--- src/rtl/regfile_arb_pkg.sv ---
// regfile_arb_pkg: shared state encoding and constants for the regfile port arbiter
package regfile_arb_pkg;

    typedef enum logic [1:0] {IDLE, ISSUE, RD_WAIT, RESP} arb_state_t;

    localparam int NUM_REQ = 2;

endpackage

--- src/rtl/rf_arb_rr2.sv ---
// rf_arb_rr2: two-input round-robin grant with a last-grant flop
module rf_arb_rr2 (
    input  logic       CLK,
    input  logic       RST,
    input  logic [1:0] valid,
    input  logic       grant_en,
    output logic [1:0] gnt
);
    logic last;

    // on contention favour the requester not served last, otherwise pass the lone request
    always_comb gnt = (valid == 2'b11) ? (last ? 2'b01 : 2'b10) : valid;

    // remember who won; reset value makes req0 the first winner under contention
    always_ff @(posedge CLK or negedge RST)
        if (!RST) last <= 1'b1;
        else if (grant_en) last <= gnt[1];
endmodule

--- src/rtl/regfile_port_arbiter.sv ---
// regfile_port_arbiter: shares a single-port register file between two requesters
module regfile_port_arbiter
    import regfile_arb_pkg::*;
#(
    parameter int DW     = 8,
    parameter int ADDR_W = 4,
    parameter int TO_CYC = 15
) (
    input  logic              CLK,
    input  logic              RST,
    input  logic              req0_valid,
    input  logic              req0_wr,
    input  logic [ADDR_W-1:0] req0_addr,
    input  logic [DW-1:0]     req0_wdata,
    output logic              req0_ready,
    output logic [DW-1:0]     req0_rdata,
    output logic              req0_rdata_valid,
    output logic              req0_err,
    input  logic              req1_valid,
    input  logic              req1_wr,
    input  logic [ADDR_W-1:0] req1_addr,
    input  logic [DW-1:0]     req1_wdata,
    output logic              req1_ready,
    output logic [DW-1:0]     req1_rdata,
    output logic              req1_rdata_valid,
    output logic              req1_err,
    output logic              rf_wr_en,
    output logic              rf_rd_en,
    output logic [ADDR_W-1:0] rf_addr,
    output logic [DW-1:0]     rf_wr_data,
    input  logic [DW-1:0]     rf_rd_data,
    input  logic              rf_rd_valid,
    output logic              busy
);
    localparam int CW = $clog2(TO_CYC + 1);

    arb_state_t        state, state_nx;
    logic [NUM_REQ-1:0] valid, gnt;
    logic              grant_en;
    logic              cap_wr;
    logic [ADDR_W-1:0] cap_addr;
    logic [DW-1:0]     cap_wdata;
    logic              owner;
    logic [DW-1:0]     resp_data;
    logic              resp_err;
    logic [CW-1:0]     cnt;
    logic              timeout;

    assign valid    = {req1_valid, req0_valid};
    assign grant_en = (state == IDLE) && (|valid) && RST;
    assign timeout  = cnt == CW'(TO_CYC);

    rf_arb_rr2 u_rr (
        .CLK      (CLK),
        .RST      (RST),
        .valid    (valid),
        .grant_en (grant_en),
        .gnt      (gnt)
    );

    // state register
    always_ff @(posedge CLK or negedge RST)
        if (!RST) state <= IDLE;
        else state <= state_nx;

    // next state and all outputs, decoded from the current state
    always_comb begin
        state_nx         = state;
        busy             = state != IDLE;
        req0_ready       = grant_en & gnt[0];
        req1_ready       = grant_en & gnt[1];
        rf_wr_en         = 1'b0;
        rf_rd_en         = 1'b0;
        rf_addr          = '0;
        rf_wr_data       = '0;
        req0_rdata_valid = 1'b0;
        req0_rdata       = '0;
        req0_err         = 1'b0;
        req1_rdata_valid = 1'b0;
        req1_rdata       = '0;
        req1_err         = 1'b0;
        case (state)
            IDLE: state_nx = grant_en ? ISSUE : IDLE;
            ISSUE: begin
                state_nx   = cap_wr ? IDLE : RD_WAIT;
                rf_wr_en   = cap_wr;
                rf_rd_en   = !cap_wr;
                rf_addr    = cap_addr;
                rf_wr_data = cap_wdata;
            end
            RD_WAIT: state_nx = (rf_rd_valid || timeout) ? RESP : RD_WAIT;
            RESP: begin
                state_nx         = IDLE;
                req0_rdata_valid = !owner;
                req0_rdata       = owner ? '0 : resp_data;
                req0_err         = !owner && resp_err;
                req1_rdata_valid = owner;
                req1_rdata       = owner ? resp_data : '0;
                req1_err         = owner && resp_err;
            end
            default: state_nx = IDLE;
        endcase
    end

    // capture the granted request at the handshake
    always_ff @(posedge CLK or negedge RST)
        if (!RST) begin
            cap_wr    <= 1'b0;
            cap_addr  <= '0;
            cap_wdata <= '0;
            owner     <= 1'b0;
        end else if (grant_en) begin
            cap_wr    <= gnt[1] ? req1_wr    : req0_wr;
            cap_addr  <= gnt[1] ? req1_addr  : req0_addr;
            cap_wdata <= gnt[1] ? req1_wdata : req0_wdata;
            owner     <= gnt[1];
        end

    // read-wait timeout counter and response latch; valid data beats a coincident timeout
    always_ff @(posedge CLK or negedge RST)
        if (!RST) begin
            cnt       <= '0;
            resp_data <= '0;
            resp_err  <= 1'b0;
        end else if (state == ISSUE) begin
            cnt <= '0;
        end else if (state == RD_WAIT) begin
            cnt <= cnt + CW'(1);
            if (rf_rd_valid) begin
                resp_data <= rf_rd_data;
                resp_err  <= 1'b0;
            end else if (timeout) begin
                resp_data <= '0;
                resp_err  <= 1'b1;
            end
        end
endmodule

--- config.mk ---
export PLATFORM = sky130hd
export DESIGN_NAME = regfile_port_arbiter
export DESIGN_NICKNAME = d
export VERILOG_FILES = /design/src/rtl/regfile_arb_pkg.sv /design/src/rtl/rf_arb_rr2.sv /design/src/rtl/regfile_port_arbiter.sv
export SDC_FILE = /design/constraint.sdc
export NUM_CORES = 1
export LEC_CHECK = 0
export CAP_MARGIN = 25
export CORE_UTILIZATION = 44
export DETAILED_ROUTE_END_ITERATION = 10
export GPL_TIMING_DRIVEN = 0
export PLACE_DENSITY = 0.85
export SYNTH_ARGS = -nofsm -noshare
export SYNTH_HDL_FRONTEND = slang
export SYNTH_SLANG_ARGS = --single-unit
--- constraint.sdc ---
create_clock -name CLK -period 3.4 [get_ports CLK]
set_input_delay 0.68 -clock CLK [delete_from_list [all_inputs] [get_ports CLK]]
set_output_delay 0.68 -clock CLK [all_outputs]
set_load 0.02 [all_outputs]
Yosys cells after proc, flatten, opt, wreduce, memory -nomap -nowiden --
Cells that the tools add are included.
Storage, ports and cells: output and inout port bits 37, register bits 30, input port bits 39
Cells by class: add/sub/neg operators 1, bitwise logic cells 3, reduce and logical (&&, ||, !) cells 13, equal/unequal tests 5, muxes and demuxes 27
Operator list (number):
- 8-bit two-way mux | 8
- 4-bit two-way mux | 4
- 1-bit two-way mux | 11
- 2-bit case mux with 4 select lines | 1
- 2-bit == test, second input constant | 3
- 2-bit two-way mux | 3
- 2-bit nonzero test | 3
- 4-bit by 1-bit adder with 4-bit output, second input constant | 1
- 4-bit == test, second input constant | 1
- 1-bit logical AND | 4
- 3-bit AND reduction | 1
- 1-bit bitwise AND | 2
- 2-bit by 1-bit == test with 1-bit output, second input constant | 1
- 1-bit logical NOT | 2
- 2-bit logical NOT | 1
- 2-bit OR reduction | 1
- 1-bit logical OR | 1
- 1-bit inverter | 1

Logic depth before layout (Yosys ltp) --
depth in word-level cells 5, depth in mapped cells 7, depth with buffers taken out 5

Hierarchy --
Synthesis repeated with hierarchy kept, for this count alone.
Second synthesis, totals: cells, all modules 163, area total of the unflattened synthesis 1647.8 um^2
Modules (own cells, without submodules):
- regfile_port_arbiter | instances 1, area an instance 1584.0 um^2, cells an instance 158
- rf_arb_rr2 | instances 1, area an instance 63.8 um^2, cells an instance 5

Worst setup path before layout --
OpenSTA, ideal clock, no wires.
kind input to output, from in req1_valid, to out req0_ready, arrival time 1.307 ns, slack 1.413 ns, cell stages on the path 3, path through a21boi_2 -> buf_4 -> nor2_1
Between the ends: longest elaborated chain between the ends 4
RTL lines:
- from (decl) | line regfile_port_arbiter.sv:19 | input logic req1_valid,
- 2-bit OR reduction | line regfile_port_arbiter.sv:50 | assign grant_en = (state == IDLE) && (|valid) && RST;
- 1-bit logical AND (2 in a row) | line regfile_port_arbiter.sv:50
- 1-bit bitwise AND * | line regfile_port_arbiter.sv:70 | req0_ready = grant_en & gnt[0];
- to (decl) | line regfile_port_arbiter.sv:15 | output logic req0_ready,
Every way passes the cells marked *; elsewhere a longest branch is shown, timed or not.

Final worst setup path --
from in req1_valid, to out req1_ready
Between the ends: longest elaborated chain between the ends 4
RTL lines:
- 2-bit OR reduction | line regfile_port_arbiter.sv:50
- 1-bit logical AND (2 in a row) | line regfile_port_arbiter.sv:50
- 1-bit bitwise AND * | line regfile_port_arbiter.sv:71 | req1_ready = grant_en & gnt[1];
- to (decl) | line regfile_port_arbiter.sv:23 | output logic req1_ready,
Marks and branches as above.

==> summary.md <==
| Metric | Value |
|---|---|
| Status | completed |
| Fmax | 0.3298 GHz |
| Most frequent cells in the layout | clkdlybuf4s50_1, nand2_1, dfrtp_1 |
| Post-CTS Setup Inserts | 0 |
| Nature of the critical path startpoint | input port |
| Minimum clock period | 3.032 ns |
| Hold WS | 0.4630 ns |
| Area Overhead vs Synth | 54.87% |
| CTS resizes | 0 |
| Vias in the first global route | 1558 |
| Post-DP HPWL | 2881 um |
| Hold Vio Cnt, Final | 0 |
| Top-level port count | 76 |
| Period utilization | 89.17% |
| Multi-input gate area | 793.3 um2 |
| First DRT Iteration DRCs | 42 |
| Via count | 1564 |
| Final Skew | 0.005682 ns |
| Cts bufs inserted | 5 |
| Remaining Overflow, GRT | 0 |
| Initial antenna violation count | 0 |
| Skew-Pair Late Insertion Delay | 0.27 ns |
| CP required | 2.72 ns |
| Slew headroom | 51.37% |
| Yosys warning count | 0 |
| DIE AREA | 3953 um2 |
| Worst ir drop on vdd | 527.9 uV |
| Synthesized cell area | 1630 um2 |
| Final slew viol count | 0 |
| Worst flop-to-flop path startpoint | state[0] |
| Routed length per instance | 12.93 um |
| Sequential area share after synthesis | 46.12% |
| Synthesized area per cell | 9.108 um2 |
| Leak Pwr | 1.137 nW |
| Nets | 306 |
| Beginning of the critical path | req1_valid |
| GRT Util Overall | 22.53% |
| CTS tree | done |
| Clock Sinks | 30 |
| WS Path Type | in2out |
| Area after DPL | 2434 um2 |
| RSZ-0062 raised after global routing | no |
| Post-synthesis cell count | 179 |
| Largest net degree at the start of global routing | 35 |
| Ant diodes | 0 |
| Reg clk slew, reported paths | 0.06 ns |
| Reg area | 752.0 um2 |
| Routability cong. | 0.7570 |
| DRC | 0 |
| Finished Cell Area | 2525 um2 |
| Port Buffer Count | 75 |
| Largest fanout on the critical path | 6 |
| Post-synth cell types | 30 |
| Post-DRT Antenna Nets | 0 |
| PwrDens | 747.6 nW/um2 |
| Worst-margin pin slew | 0.7294 ns |
| DR pass1 iterations | 4 |
| Core Region | 3442 um2 |
| Tightest Hold Check Type | in2async |
| Post-CTS Hold Fix Bufs | 0 |
| Final wirelength | 3982 um |
| Htree depth | 2 |
| Site row count | 21 |
| First-pass GRT wire length | 7065 um |
| Root buf cell | clkbuf_8 |
| Syn_nets | 224 |
| Filler cell count | 273 |
| Most common cell after layout, fill and taps aside | clkdlybuf4s50_1 |
| Clk buf depth | 2 |
| Crit path capture type | output port |
| Share of cells above drive strength 1 | 7.634% |
| Die X | 62.87 um |
| Initial Utilization | 47.36% |
| Height of the chip | 62.87 um |
| Final Setup Violations | 0 |
| Max-Cap Viols | 0 |
| Util after Layout | 73.36% |
| Via density per instance | 5.078 |
| Data arrival time of the worst path | 2.35 ns |
| Synthesized flop and latch total | 30 |
per-layer routing:
layer / up-vias / GRT usage (%) / share of wire (%)
met5: - / 0 / 0
met4: 0 / 5.233 / 0.38
met3: 2 / 8.577 / 8.7
met2: 71 / 36.42 / 47
met1: 723 / 28.24 / 44
li1: 768 / - / -
Yosys cell counts, drive strengths merged:
cell	instances	share of area [%]
o21ai	3	0.92
a21bo	1	0.61
a22o	8	4.3
inv	7	1.6
o211a	1	0.61
nand2	32	7.4
dfstp	1	1.6
nand4b	1	0.54
mux2i	1	0.61
buf	6	2.7
a31oi	13	5.0
a31o	1	0.54
clkbuf	4	0.92
nor2b	4	1.7
o22ai	2	0.77
dfrtp	29	45
nand3b	2	0.92
a41oi	1	0.54
nand3	2	0.61
and2	24	9.2
o21bai	1	0.46
ha	6	4.6
and3	10	3.8
mux2	1	0.69
a21boi	1	0.69
o21a	1	0.46
nor2	16	3.7
report_power, final:
group	switching (mW)	internal [mW]
logic	0.489	0.458
registers	0.112	0.537
clock network	0.128	0.163
total	0.729	1.16
final timing paths:
kind,end,cells after the start,slack [ns]
worst max register to register,cap_wdata[4],7,1.71
max in group asynchronous,resp_data[5],1,2.47
worst max-delay path,req1_ready,4,0.37
worst min-delay path,resp_err,1,0.46
min in group CLK,u_rr.last,2,0.48
worst min register to register,u_rr.last,2,0.48
worst max-delay path, stage by stage:
cell and delay [ns]:
clkdlybuf4s50_1 0.52, a21boi_2 0.32, and3_1 0.22, clkdlybuf4s50_1 0.61
through the flow:
step	setup TNS, ns	total power [mW]	cells	worst slack (ns)
finish	0	1.888	308	0.3682
global route	0	2.035	308	0.2197
CTS	0	1.903	308	0.3620
detailed placement	0	1.599	300	0.3678
global placement	-0.9019	1.572	300	-0.4665
floorplan	0	1.223	179	1.413
cell families (layout without fill, tap and decap cells):
| logic type | Yosys count | count (layout) | synth area share (%) |
|---|---|---|---|
| flip-flops | 30 | 30 | 46.12 |
| adder cells (fa/ha/maj) | 6 | 6 | 4.605 |
| AND/OR/NAND/NOR | 91 | 91 | 27.86 |
| AO/OA/AOI/OAI | 33 | 33 | 14.89 |
| multiplexers | 2 | 2 | 1.305 |
| buffers and inverters | 17 | 100 | 5.219 |
sequential cells by signal (all words and copies together), names as in the netlist, named ones only:
| signal | count |
|---|---|
| resp_data | 8 |
| cnt | 4 |
| cap_wdata | 8 |
| resp_err | 1 |
| state | 1 |
| cap_wr | 1 |
| cap_addr | 4 |
| owner | 1 |
| u_rr.last | 1 |
area by class of cell:
| cell class | instances | share of cell area (%) |
|---|---|---|
| buffer | 10 | 2.329 |
| clock buffer | 7 | 3.419 |
| multi-input combinational | 132 | 31.42 |
| timing repair buffer | 75 | 29.53 |
| clock inverter | 1 | 0.1982 |
| inverter | 7 | 1.041 |
| sequential | 30 | 29.78 |
| tap | 46 | 2.279 |
No activity file was read; power rests on OpenSTA's default activity.
